===== src/rtl/branch_redirect_unit.sv =====
// branch_redirect_unit
// Resolves taken branches at the EX/MEM boundary and drives the fetch-stage
// PC-select inputs. A taken branch is latched, held as a redirect request
// until fetch accepts it, and then followed by FLUSH_CYCLES cycles of squash.
//
// Ports
//   clk, reset        core clock, synchronous active-high reset
//   Br_Valid          branch present at EX/MEM this cycle
//   Uncond_Branch     B-type, always taken
//   Branch            CBZ-type, taken when Zero=1
//   Branch_NZ         CBNZ-type, taken when Zero=0
//   Zero              ALU zero flag
//   Br_PC             branch instruction address
//   Br_Offset         sign-extended word offset
//   Fetch_Stall       fetch cannot load a new PC this cycle
//   PC_Source         1 = fetch selects Branch_Target
//   Branch_Target     registered redirect address
//   Flush             squash IF/ID and ID/EX
//   Busy              unit is in REDIRECT or FLUSH
//   Taken_Count       saturating count of accepted redirects
module branch_redirect_unit #(
  parameter int FLUSH_CYCLES = 2
) (
  input  logic        clk,
  input  logic        reset,
  input  logic        Br_Valid,
  input  logic        Uncond_Branch,
  input  logic        Branch,
  input  logic        Branch_NZ,
  input  logic        Zero,
  input  logic [63:0] Br_PC,
  input  logic [63:0] Br_Offset,
  input  logic        Fetch_Stall,
  output logic        PC_Source,
  output logic [63:0] Branch_Target,
  output logic        Flush,
  output logic        Busy,
  output logic [31:0] Taken_Count
);

  typedef enum logic [1:0] {S_IDLE, S_REDIRECT, S_FLUSH} state_t;

  localparam logic [3:0] LP_FLUSH = 4'(FLUSH_CYCLES);

  state_t      r_state, w_next;
  logic [3:0]  r_cnt, w_cnt_next;
  logic        w_taken, w_latch, w_accept;
  logic [63:0] w_target;
  logic        r_pc_source, r_flush, r_busy;
  logic [63:0] r_target;
  logic [31:0] r_taken_cnt;

  assign w_taken  = Br_Valid & (Uncond_Branch | (Branch & Zero) | (Branch_NZ & ~Zero));
  // Offset is in instruction words; wrap-around is intentional and silent.
  assign w_target = Br_PC + (Br_Offset << 2);

  always_comb begin
    w_next     = r_state;
    w_cnt_next = r_cnt;
    w_latch    = 1'b0;
    w_accept   = 1'b0;
    case (r_state)
      S_IDLE: begin
        if (w_taken) begin
          w_latch = 1'b1;
          w_next  = S_REDIRECT;
        end
      end
      S_REDIRECT: begin
        // Stalled fetch: hold everything until the redirect is taken up.
        if (!Fetch_Stall) begin
          w_accept   = 1'b1;
          w_cnt_next = LP_FLUSH;
          w_next     = (LP_FLUSH != 4'd0) ? S_FLUSH : S_IDLE;
        end
      end
      S_FLUSH: begin
        w_cnt_next = r_cnt - 4'd1;
        if (r_cnt <= 4'd1) w_next = S_IDLE;
      end
      default: w_next = S_IDLE;
    endcase
  end

  always_ff @(posedge clk) begin
    if (reset) begin
      r_state     <= S_IDLE;
      r_cnt       <= 4'd0;
      r_target    <= 64'd0;
      r_taken_cnt <= 32'd0;
      r_pc_source <= 1'b0;
      r_flush     <= 1'b0;
      r_busy      <= 1'b0;
    end else begin
      r_state <= w_next;
      r_cnt   <= w_cnt_next;
      if (w_latch) r_target <= w_target;
      if (w_accept && (r_taken_cnt != 32'hFFFF_FFFF)) r_taken_cnt <= r_taken_cnt + 32'd1;
      // Outputs are registered from the next state so they line up with it.
      r_pc_source <= (w_next == S_REDIRECT);
      r_flush     <= (w_next != S_IDLE);
      r_busy      <= (w_next != S_IDLE);
    end
  end

  assign PC_Source     = r_pc_source;
  assign Branch_Target = r_target;
  assign Flush         = r_flush;
  assign Busy          = r_busy;
  assign Taken_Count   = r_taken_cnt;

endmodule


===== config.mk =====
export PLATFORM = sky130hd
export DESIGN_NAME = branch_redirect_unit
export DESIGN_NICKNAME = d
export VERILOG_FILES = /design/src/rtl/branch_redirect_unit.sv
export SDC_FILE = /design/constraint.sdc
export NUM_CORES = 1
export LEC_CHECK = 0
export CAP_MARGIN = 20
export CORE_AREA = 5 5 92 180
export CTS_CLUSTER_DIAMETER = 30
export DETAILED_ROUTE_END_ITERATION = 10
export DIE_AREA = 0 0 97 185
export HOLD_SLACK_MARGIN = 0.03
export MAX_ROUTING_LAYER = met4
export PLACE_DENSITY = 0.84
export SYNTH_ARGS = -nofsm -noshare
export SYNTH_HDL_FRONTEND = slang
export SYNTH_SLANG_ARGS = --single-unit

===== constraint.sdc =====
create_clock -name clk -period 7.3 [get_ports clk]
set_input_delay 1.46 -clock clk [delete_from_list [all_inputs] [get_ports clk]]
set_output_delay 1.46 -clock clk [all_outputs]
set_load 0.05 [all_outputs]

Word-level counts from Yosys, hierarchy flattened
Index checks and enable logic that the tools add are counted.
Cells by class
  add/sub/neg operators: 3
  magnitude comparators: 1
  equality and inequality tests: 5
  multiplexer cells: 10
  bitwise logic cells: 6
  reduce and logical (&&, ||, !) cells: 5
Operator list (number)
  adder 64 bit: 1
  adder 32 x 1 -> 32 bit, second input constant: 1
  inequality test 32 bit, second input constant: 1
  case mux 4 bit (2 select lines): 1
  2-to-1 mux 2 bit: 3
  case mux 2 bit (3 select lines): 1
  == test 2 x 1 -> 1 bit, second input constant: 2
  <= comparator 4 x 1 -> 1 bit, second input constant: 1
  2-to-1 mux 1 bit: 4
  2-to-1 mux 4 bit: 1
  nonzero test 2 bit: 2
  subtractor 4 x 1 -> 4 bit, second input constant: 1
  bitwise AND 1 bit: 3
  == test 2 bit, second input constant: 1
  zero test 2 bit: 1
  inequality test 2 bit, second input constant: 1
  OR 1 bit: 2
  AND reduction 2 bit: 1
  logical AND 1 bit: 1
  inverter 1 bit: 1
Word-level totals
  register bits: 104

Depth between registers and ports, before layout
  depth in word-level cells: 7
  gate-level depth with buffers: 13
  gate-level depth less buffers: 13

Worst setup path after synthesis
OpenSTA, ideal clock, no wires.
  path kind: input -> register
  start point: input Br_PC[2]
  end point: register r_target[60] (netlist: Branch_Target[60])
  data arrival time: 3.864 ns
  data required time: 7.169 ns
  slack: 3.304 ns
  stages: 13
  buffers on the path: 0
  cells stage by stage: ha_1 -> inv_1 -> fa_1 -> inv_1 -> a21oi_1 -> o21ai_0 -> a21oi_1 -> o21ai_0 -> a211oi_1 -> nor4b_1 -> o2111ai_1 -> mux2i_1 -> o211ai_1
Between the ends
  cells in the longest elaborated chain, start to end: 1
RTL lines
  from (decl): RTL line 31  | input logic [63:0] Br_PC,
  adder 64 bit: RTL line 55  | assign w_target = Br_PC + (Br_Offset << 2);
  to (signal assigned): RTL line 97  | if (w_latch) r_target <= w_target;
  to (decl): RTL line 50  | logic [63:0] r_target;
Every way passes these cells.
A chain may end at the register's enable or synchronous reset.

Worst setup path in the final report
Ends and elaborated chain as after synthesis.

==> flow_metrics.tcl <==
set metrics [dict create \
    final_max_slew_viol_count 0 \
    fill_cells 1269 \
    cts_tree "done" \
    port_buffers 232 \
    final.setup.tns_ps 0 \
    cts_setup_buffers 0 \
    antenna_found_initial 0 \
    via_per_inst 5.77 \
    drtIter0Drc 388 \
    leakagePower_nw 4.11 \
    hold_violations 0 \
    ant_nets 0 \
    ys_warn_count 0 \
    finalClockSkew_ps 14.2 \
    worstSetupStartpointType "input pin" \
    finalSetupViolations 0 \
    numCtsBuffers 9 \
    yosysTopAreaCellShare 0.274 \
    power.total_w 0.00187 \
    ys_types 66 \
    synth_area_um2 7600 \
    hold_class "reg -> reg" \
    ir_drop_uv 114 \
    syn_avg_cell_area_um2 7.57 \
    clkLatencyLatePin_ps 360 \
    yosysTopAreaCell "dfxtp_1" \
    first_pass_iters 5 \
    reg2reg_from "r_state[0]" \
    grt_pass1_wl_um 38200 \
    synth_most_common_cell "nand2_1" \
    end_kind "flip-flop" \
    worst_ep_required_time_ps 7500 \
    n_antenna_cell 0 \
    status "complete, no violations" \
    fin_area_um2 10300 \
    cts_hold_buffers 0 \
    cap_violations 0 \
    crit_path_max_fanout 5 \
    die_area_um2 17900 \
    min_period_ps 5290 \
    ys_seq_area_frac 0.274 \
    ios 235 \
    r2r-end "Branch_Target[58]" \
    period_share 0.725 \
    synth_compound_area_frac 0.265 \
    tightest_slew_ps 800 \
    max_freq_ghz 0.189 \
    synth-edff-count 0 \
    synthSimpleGateAreaFrac 0.216 \
    yosys-mux-area-fraction 0.00411 \
    path_clk_slew_ps 80 \
    drive_above_1_share 0.0316 \
    setup_ws_ps 2010 \
    nets 1400 \
    yosys.area_share.adder 0.108 \
    cts_sinks 104 \
    rows 64 \
    wl_um 23800 \
    netlist_instances 1005 \
    grt-ovfl-total 0 \
    wl_met2_um 11800 \
    reg2reg_slack_ps 4300 \
    place.gp.congestion 0.951 \
    die_h_um 185 \
    wl_met3_um 1620 \
    hold_end "Branch_Target[14]" \
    ys.flop_type "dfxtp_1" \
    synth.area.top_cells "dfxtp_1, ha_1, a21oi_1" \
    ys_async_sr_fraction 0 \
    grt_usage 0.262 \
    slew_headroom 0.467 \
    path_class "in -> reg" \
    h-tree-depth 3 \
    drc 0 \
    synth_top_family_by_area "compound AO/OA/AOI/OAI gates" \
    hp-start "Branch_Target[14]" \
    place_hpwl_um 18700 \
    p_per_area_nw_per_um2 182 \
    post_drt_wl_per_cell_um 17.0 \
    dp_slack_ps 1850 \
    dr.max_layer_used "met4" \
    cp.arrival_ps 5490 \
    wl_met1_um 9620 \
    start_util 0.502 \
    reg2reg_depth 6 \
    cts-resized-gates 0 \
    area_growth_pct 35.5 \
    core-area_um2 15100 \
    rsz0062_at_grt "no" \
    syn-num-nets 1206 \
    num_vias 8089 \
    synth-xor-area-share 0.0910 \
    die_w_um 97 \
    dpl_cell_area_um2 9980 \
    synth_seq_cells 104 \
    min_path_cells 2 \
    grt_max_degree 59 \
    grt_pass1_vias 7924 \
    clockBufferDepth 2 \
    synth.top_cells.by_count "nand2_1, a21oi_1, dfxtp_1, o21ai_0, nor2_1" \
    root_buffer "clkbuf_16" \
]
per-layer routing:
metal	track usage	vias to the layer above
li1	-	3989
met1	0.298	3695
met2	0.460	357
met3	0.0467	48
met4	0.0939	0
met5	-	-
worst max-delay path, stage by stage:
cell             delay, ps
clkdlybuf4s50_1        460
ha_1                   160
inv_1                   50
fa_1                   400
inv_1                   70
a21oi_1                 70
o21ai_0                550
a21oi_1                180
o21ai_0                660
a211oi_1               280
nor4b_1                610
o2111ai_1              220
mux2i_1                190
o211ai_1               100
layout make-up:
class,instances,area [um2],area share
Clock buffer,9,225,0.0219
Clock inverter,7,101,0.00983
Sequential cell,104,2080,0.202
Inverter,26,97.6,0.00947
Multi-Input combinational cell,822,5200,0.505
Tap cell,198,248,0.0240
Timing Repair Buffer,236,2350,0.228
report_power, final:
part           internal, W  switching [W]
combinational     0.000292       0.000433
sequential        0.000607      0.0000230
clock             0.000254       0.000265
total              0.00115       0.000721
worst max path at each step:
stage               cells after the start  startpoint           endpoint  slack [ps]
CTS                                    14    Br_PC[2]  Branch_Target[60]        2160
finish                                 14    Br_PC[2]  Branch_Target[60]        2010
floorplan                              13    Br_PC[2]  Branch_Target[60]        3300
global route                           14    Br_PC[2]  Branch_Target[60]        1830
global placement                       14    Br_PC[2]  Branch_Target[60]        1910
detailed placement                     14    Br_PC[2]  Branch_Target[60]        1850
registers in the layout, indices dropped and copies added, names as in the netlist:
register,cells
Taken_Count,32
r_state,2
r_cnt,4
PC_Source,1
Branch_Target,64
Busy,1
cells in the final DEF, fill, tap and decap left out, types with 16 or more instances in the layout:
| master | synthesis | routed |
|---|---|---|
| nand3_1 | 24 | 24 |
| xor2_1 | 40 | 40 |
| ha_1 | 64 | 64 |
| dfxtp_1 | 104 | 104 |
| nand2_1 | 158 | 158 |
| xnor2_1 | 39 | 39 |
| a21oi_1 | 126 | 126 |
| and3_1 | 16 | 16 |
| a21o_1 | 44 | 44 |
| o21ai_0 | 68 | 68 |
| inv_1 | 26 | 26 |
| clkdlybuf4s50_1 | 0 | 231 |
| nand4_1 | 24 | 24 |
| nor2_1 | 67 | 67 |
through the flow:
step	instances	util	hold slack, ps
finish	1402	0.681	451
global placement	1386	0.659	435
detailed placement	1386	0.659	443
floorplan	1005	-	452
CTS	1402	0.681	454
global route	1402	0.681	468
kinds of logic (layout without fill, tap and decap cells):
kind of cell | after synthesis | in the layout
and+or+nand+nor | 353 | 353
AOI/OAI and AO/OA | 322 | 322
DFF | 104 | 104
xor gates and xnor gates | 79 | 79
buffers and inverters | 79 | 278
adders and majority gates | 65 | 65
muxes | 3 | 3
(Power assumes the default switching activity.)
